**config.mk**
```make
export PLATFORM = sky130hd
export DESIGN_NAME = text_cursor_ctrl
export DESIGN_NICKNAME = d
export VERILOG_FILES = /design/src/rtl/text_overlay_pkg.sv /design/src/rtl/text_cursor_ctrl_blink_timer.sv /design/src/rtl/text_cursor_ctrl.sv
export SDC_FILE = /design/constraint.sdc
export NUM_CORES = 1
export LEC_CHECK = 0
export CORE_AREA = 2 2 54 56
export CTS_CLUSTER_SIZE = 30
export DETAILED_ROUTE_END_ITERATION = 8
export DIE_AREA = 0 0 56 58
export GPL_TIMING_DRIVEN = 0
export MAX_ROUTING_LAYER = met4
export PLACE_DENSITY = 0.77
export SETUP_SLACK_MARGIN = 0.4
export SLEW_MARGIN = 20
export SYNTH_ARGS = -nofsm -noshare
export SYNTH_HDL_FRONTEND = slang
export SYNTH_SLANG_ARGS = --single-unit
```
**constraint.sdc**
```tcl
create_clock -name clk -period 2.51 [get_ports clk]
set_clock_uncertainty 0.2 [all_clocks]
set_input_delay 0.3765 -clock clk [delete_from_list [all_inputs] [get_ports clk]]
set_output_delay 0.3765 -clock clk [all_outputs]
set_load 0.03 [all_outputs]
```
**src/rtl/text_overlay_pkg.sv**
```systemverilog
// Shared field codes, tile rows, pair-to-column map and one-hot field encodings
// for the clock text overlay; also used by the overlay renderer.
package text_overlay_pkg;

   typedef enum logic [1:0] {
      FIELD_FECHA = 2'd0,
      FIELD_HORA  = 2'd1,
      FIELD_CRONO = 2'd2
   } field_e;

   localparam logic [4:0] ROW_FECHA = 5'd2;
   localparam logic [4:0] ROW_HORA  = 5'd5;
   localparam logic [4:0] ROW_CRONO = 5'd8;

   localparam logic [5:0] COL_PAIR0      = 6'd3;
   localparam logic [5:0] COL_PAIR1      = 6'd6;
   localparam logic [5:0] COL_PAIR2      = 6'd9;
   // Year pair sits after the fixed "20" prefix
   localparam logic [5:0] COL_FECHA_PAIR2 = 6'd11;

   localparam logic [2:0] SEL_NONE  = 3'b000;
   localparam logic [2:0] SEL_FECHA = 3'b100;
   localparam logic [2:0] SEL_HORA  = 3'b010;
   localparam logic [2:0] SEL_CRONO = 3'b001;

   function automatic field_e field_next(input field_e f);
      case (f)
         FIELD_FECHA: field_next = FIELD_HORA;
         FIELD_HORA:  field_next = FIELD_CRONO;
         default:     field_next = FIELD_FECHA;
      endcase
   endfunction

   function automatic field_e field_prev(input field_e f);
      case (f)
         FIELD_FECHA: field_prev = FIELD_CRONO;
         FIELD_HORA:  field_prev = FIELD_FECHA;
         default:     field_prev = FIELD_HORA;
      endcase
   endfunction

   function automatic logic [2:0] field_onehot(input field_e f);
      case (f)
         FIELD_FECHA: field_onehot = SEL_FECHA;
         FIELD_HORA:  field_onehot = SEL_HORA;
         default:     field_onehot = SEL_CRONO;
      endcase
   endfunction

   function automatic logic [4:0] field_row(input field_e f);
      case (f)
         FIELD_FECHA: field_row = ROW_FECHA;
         FIELD_HORA:  field_row = ROW_HORA;
         default:     field_row = ROW_CRONO;
      endcase
   endfunction

   function automatic logic [5:0] pair_col(input field_e f, input logic [1:0] p);
      case (p)
         2'd0:    pair_col = COL_PAIR0;
         2'd1:    pair_col = COL_PAIR1;
         default: pair_col = (f == FIELD_FECHA) ? COL_FECHA_PAIR2 : COL_PAIR2;
      endcase
   endfunction

endpackage

```
**src/rtl/text_cursor_ctrl_blink_timer.sv**
```systemverilog
// Frame-tick divider: toggles o_phase every DIV enabled ticks and pulses o_wrap
// on the tick that completes a period. i_restart forces count 0, phase 1.
module blink_timer #(
   parameter int DIV = 30
) (
   input  logic clk,
   input  logic reset,
   input  logic i_en,
   input  logic i_tick,
   input  logic i_restart,
   output logic o_phase,
   output logic o_wrap
);
   localparam int CW = (DIV > 1) ? $clog2(DIV) : 1;
   localparam logic [CW-1:0] LAST = CW'(DIV - 1);

   logic [CW-1:0] r_cnt;
   logic          r_phase;
   logic          w_at_last;

   assign w_at_last = (r_cnt == LAST);
   assign o_phase   = r_phase;
   assign o_wrap    = i_en & i_tick & ~i_restart & w_at_last;

   always_ff @(posedge clk) begin
      if (reset) begin
         r_cnt   <= '0;
         r_phase <= 1'b0;
      end else if (i_restart) begin
         r_cnt   <= '0;
         r_phase <= 1'b1;
      end else if (i_en && i_tick) begin
         if (w_at_last) begin
            r_cnt   <= '0;
            r_phase <= ~r_phase;
         end else begin
            r_cnt <= r_cnt + 1'b1;
         end
      end
   end

endmodule

```
**src/rtl/text_cursor_ctrl.sv**
```systemverilog
// Edit-cursor sequencer for the clock text overlay. Define CURSOR_TIMEOUT_EN to
// build the inactivity timer that leaves EDIT after TIMEOUT_FRAMES idle frames.
module text_cursor_ctrl
   import text_overlay_pkg::*;
#(
   parameter int BLINK_FRAMES   = 30,
   parameter int TIMEOUT_FRAMES = 600
) (
   input  logic       clk,
   input  logic       reset,
   input  logic       frame_tick,
   input  logic       btn_edit,
   input  logic       btn_next,
   input  logic       btn_prev,
   output logic       edit_mode,
   output logic [2:0] field_sel,
   output logic [1:0] pair_sel,
   output logic [4:0] cursor_row,
   output logic [5:0] cursor_col,
   output logic       cursor_on
);
   typedef enum logic {ST_IDLE = 1'b0, ST_EDIT = 1'b1} state_e;

   state_e     r_state;
   field_e     r_field;
   logic [1:0] r_pair;
   logic [2:0] r_field_sel;
   logic [1:0] r_pair_sel;
   logic [4:0] r_row;
   logic [5:0] r_col;

   logic   w_in_edit, w_fwd, w_back, w_blink_restart, w_phase, w_unused_blink_wrap;
   logic   w_timeout;
   field_e w_nxt_field;
   logic [1:0] w_nxt_pair;

   assign w_in_edit = (r_state == ST_EDIT);
   // btn_edit dominates; next+prev together cancel out
   assign w_fwd  = btn_next & ~btn_prev & ~btn_edit;
   assign w_back = btn_prev & ~btn_next & ~btn_edit;
   assign w_blink_restart = (~w_in_edit & btn_edit) | (w_in_edit & (w_fwd | w_back));

   blink_timer #(.DIV(BLINK_FRAMES)) u_blink (
      .clk       (clk),
      .reset     (reset),
      .i_en      (w_in_edit),
      .i_tick    (frame_tick),
      .i_restart (w_blink_restart),
      .o_phase   (w_phase),
      .o_wrap    (w_unused_blink_wrap)
   );

`ifdef CURSOR_TIMEOUT_EN
   logic w_unused_timeout_phase;
   blink_timer #(.DIV(TIMEOUT_FRAMES)) u_timeout (
      .clk       (clk),
      .reset     (reset),
      .i_en      (w_in_edit),
      .i_tick    (frame_tick),
      .i_restart (btn_edit | btn_next | btn_prev),
      .o_phase   (w_unused_timeout_phase),
      .o_wrap    (w_timeout)
   );
`else
   localparam int unused_timeout_frames = TIMEOUT_FRAMES;
   assign w_timeout = 1'b0;
`endif

   always_comb begin
      w_nxt_field = r_field;
      w_nxt_pair  = r_pair;
      if (w_fwd) begin
         if (r_pair == 2'd2) begin
            w_nxt_pair  = 2'd0;
            w_nxt_field = field_next(r_field);
         end else begin
            w_nxt_pair = r_pair + 2'd1;
         end
      end else if (w_back) begin
         if (r_pair == 2'd0) begin
            w_nxt_pair  = 2'd2;
            w_nxt_field = field_prev(r_field);
         end else begin
            w_nxt_pair = r_pair - 2'd1;
         end
      end
   end

   always_ff @(posedge clk) begin
      if (reset) begin
         r_state     <= ST_IDLE;
         r_field     <= FIELD_HORA;
         r_pair      <= 2'd0;
         r_field_sel <= SEL_NONE;
         r_pair_sel  <= 2'd0;
         r_row       <= 5'd0;
         r_col       <= 6'd0;
      end else begin
         case (r_state)
            ST_IDLE: begin
               if (btn_edit) begin
                  r_state     <= ST_EDIT;
                  r_field     <= FIELD_HORA;
                  r_pair      <= 2'd0;
                  r_field_sel <= SEL_HORA;
                  r_pair_sel  <= 2'd0;
                  r_row       <= ROW_HORA;
                  r_col       <= COL_PAIR0;
               end
            end
            default: begin
               // Leaving EDIT keeps row/col so the renderer sees a stable position
               if (btn_edit || w_timeout) begin
                  r_state     <= ST_IDLE;
                  r_field_sel <= SEL_NONE;
               end else if (w_fwd || w_back) begin
                  r_field     <= w_nxt_field;
                  r_pair      <= w_nxt_pair;
                  r_field_sel <= field_onehot(w_nxt_field);
                  r_pair_sel  <= w_nxt_pair;
                  r_row       <= field_row(w_nxt_field);
                  r_col       <= pair_col(w_nxt_field, w_nxt_pair);
               end
            end
         endcase
      end
   end

   assign edit_mode  = w_in_edit;
   assign field_sel  = r_field_sel;
   assign pair_sel   = r_pair_sel;
   assign cursor_row = r_row;
   assign cursor_col = r_col;
   assign cursor_on  = w_in_edit & w_phase;

endmodule
```
==> impl_metrics.ini <==
[floorplan]
ioPinCount = 24
dieArea_mm2 = 0.00325
core_area_mm2 = 0.00266
rows = 19
die_w_um = 56
die_y_um = 58
start_util_pct = 49.7

[clock_tree]
numCtsBuffers = 3
ctsRootBufferMaster = clkbuf_4
clockBufferDepth = 2
cts_sinks = 21
cts.clk_slew.worst_paths_ps = 110
clock_latency_ps = 300
cts.htree.levels = 1
postCtsHoldBufs = 0
cts_tree = yes

[worst_setup_path]
cp_data_arrival_time_ps = 2040
worstPathMaxFanout = 10
cp.required_ps = 2500
critical_path_class = primary input to flop
end_kind = flop
ff2ff_path_depth = 6
cp-start-kind = primary input

[synth]
synth_seq_cells = 21
syn_area_mm2 = 0.00132
yosys-top-cells-count = dfxtp_1, nand2_1, a21oi_1
ys.flop_type = dfxtp_1
synth_top_cell_area_share_pct = 31.8
ys_top_cells_by_area = dfxtp_1, ha_1, a21oi_1, a221oi_2, buf_4
async_flop_share_pct = 0
yosysSeqAreaShare_pct = 31.8
netlist_instances = 146
syn_area_per_cell_um2 = 9.07
yosysMostFrequentCell = dfxtp_1
synth_cell_types = 51
yosysWarnings = 0
synth_edf_count = 0
synth.largest_area_cell = dfxtp_1

[sta]
period_share_pct = 81.5
maxSlewViolCount = 0
worst_slew_pin_slew_ps = 523
period_needed_ps = 2050
setup_viol = 0
relSlewSlack_pct = 65.1
rsz0062_at_grt = yes
fmax_mhz = 489
hold_viol_final = 0
timing.hold.ws_ps = 265

[grt]
grt_max_degree = 12
grt-ovfl-total = 0
grtUsageTotal_pct = 18.5
grt_pass1_wl_um = 4620
grt_pass1_vias = 1061
antenna_found_initial = 0

[place]
io_buffers = 19
globalplace.congestion = 0.773
hpwlAfterDp_um = 2210
dp.cells = 198
placed_area_mm2 = 0.00156

[finish]
diodes = 0
fin_util_pct = 60.0
final_area_mm2 = 0.00160
drive_gt1_share_pct = 18.1
area_delta_synth_final_pct = 20.6
nNetsFinal = 184
finalNonFillerCells = 202

[routing]
viasPerCell = 5.50
first_pass_iters = 4
wl_um = 2720
route.detailed.wl_per_inst_um = 13.5
antenna_left = 0
drtIter0Drc = 29
drc = 0
vias = 1112

[power_and_ir_drop]
pwr_density_cell_mw_per_mm2 = 458
vdd_drop_max_uv = 467
power_leakage_nw = 0.617

[status]
status = finished, final reports clean

[worst_hold_path]
hold_class = flop to flop
holdPathStages = 2

[job]
max_cap_viol_count = 0
[flip-flops by register name, summed over array words and instances, names as in the netlist]
signal / cells
field_sel: 3
edit_mode: 1
cursor_col: 4
cursor_row: 3
r_field: 2
pair_sel: 2
u_blink.r_cnt: 5
u_blink.o_phase: 1
[critical path: stages]
cell,delay [ps]
clkdlybuf4s15_1,320
buf_4,230
inv_1,60
ha_1,230
nor3_1,290
nand3_1,200
o311a_1,330
[cell type report]
type | count | area, µm²
tap | 31 | 38.8
timing repair buffer | 19 | 189
inverter | 8 | 30.0
clock buffer | 4 | 26.3
fill | 260 | 1070
sequential | 21 | 422
buffer | 12 | 91.3
multi-input combinational | 107 | 800
[per-stage QoR]
step / power, W / setup TNS (ps) / setup WS (ps)
3_5_place_dp: 0.000579 / -659 / -203
6_report: 0.000731 / 0 / 464
5_1_grt: 0.000772 / 0 / 354
2_1_floorplan: 0.000519 / 0 / 431
3_3_place_gp: 0.000574 / -121 / -83.5
4_1_cts: 0.000737 / 0 / 457
[per-layer routing]
layer / vias to the layer above / GRT usage, % / wire (µm)
li1: 563 / - / -
met1: 517 / 20.5 / 1170
met2: 24 / 31.6 / 1340
met3: 8 / 6.03 / 126
met4: 0 / 6.12 / 87
met5: - / - / 0
[repair_timing]
item	4_1_cts	5_1_grt
resized for setup	3	4
gates cloned	0	0
endpoints found under the setup margin	12	7
buffers inserted	0	0
[path summary, 6_finish.rpt]
path,start,endpoint,slack (ps)
max,btn_edit,cursor_col[1],460
min reg2reg,cursor_col[3],cursor_col[3],260
max reg2reg,pair_sel[1],cursor_col[2],520
min,cursor_col[3],cursor_col[3],260
[logic make-up (layout without fill, tap and decap cells)]
logic type / Yosys count / in the layout / synth area share, %
other cells: 1 / 3 / 0.283
buf+inv: 20 / 43 / 9.17
fa+ha+maj: 6 / 6 / 5.67
xor+xnor: 7 / 7 / 4.63
flops: 21 / 21 / 31.8
simple gates: 56 / 56 / 27.0
compound gates: 35 / 35 / 21.5
[cells in the final DEF, fill, tap and decap left out, types with 3 or more instances in the layout]
cell,count
dfxtp_1,20
o21ai_1,3
nand2b_1,4
nor2_1,8
xor2_1,5
nor2b_1,6
nand4_1,3
clkbuf_4,3
inv_1,8
nand2_1,12
buf_4,6
conb_1,3
ha_1,6
and2_1,4
a21oi_1,10
clkdlybuf4s50_1,17
a221oi_2,3
buf_6,3
[power breakdown]
part	internal, W	switching (W)
registers	0.000349	0.0000131
clock network	0.0000620	0.0000976
logic	0.0000923	0.000118
total	0.000503	0.000228
Note: power is estimated with default switching activity, not from simulation.
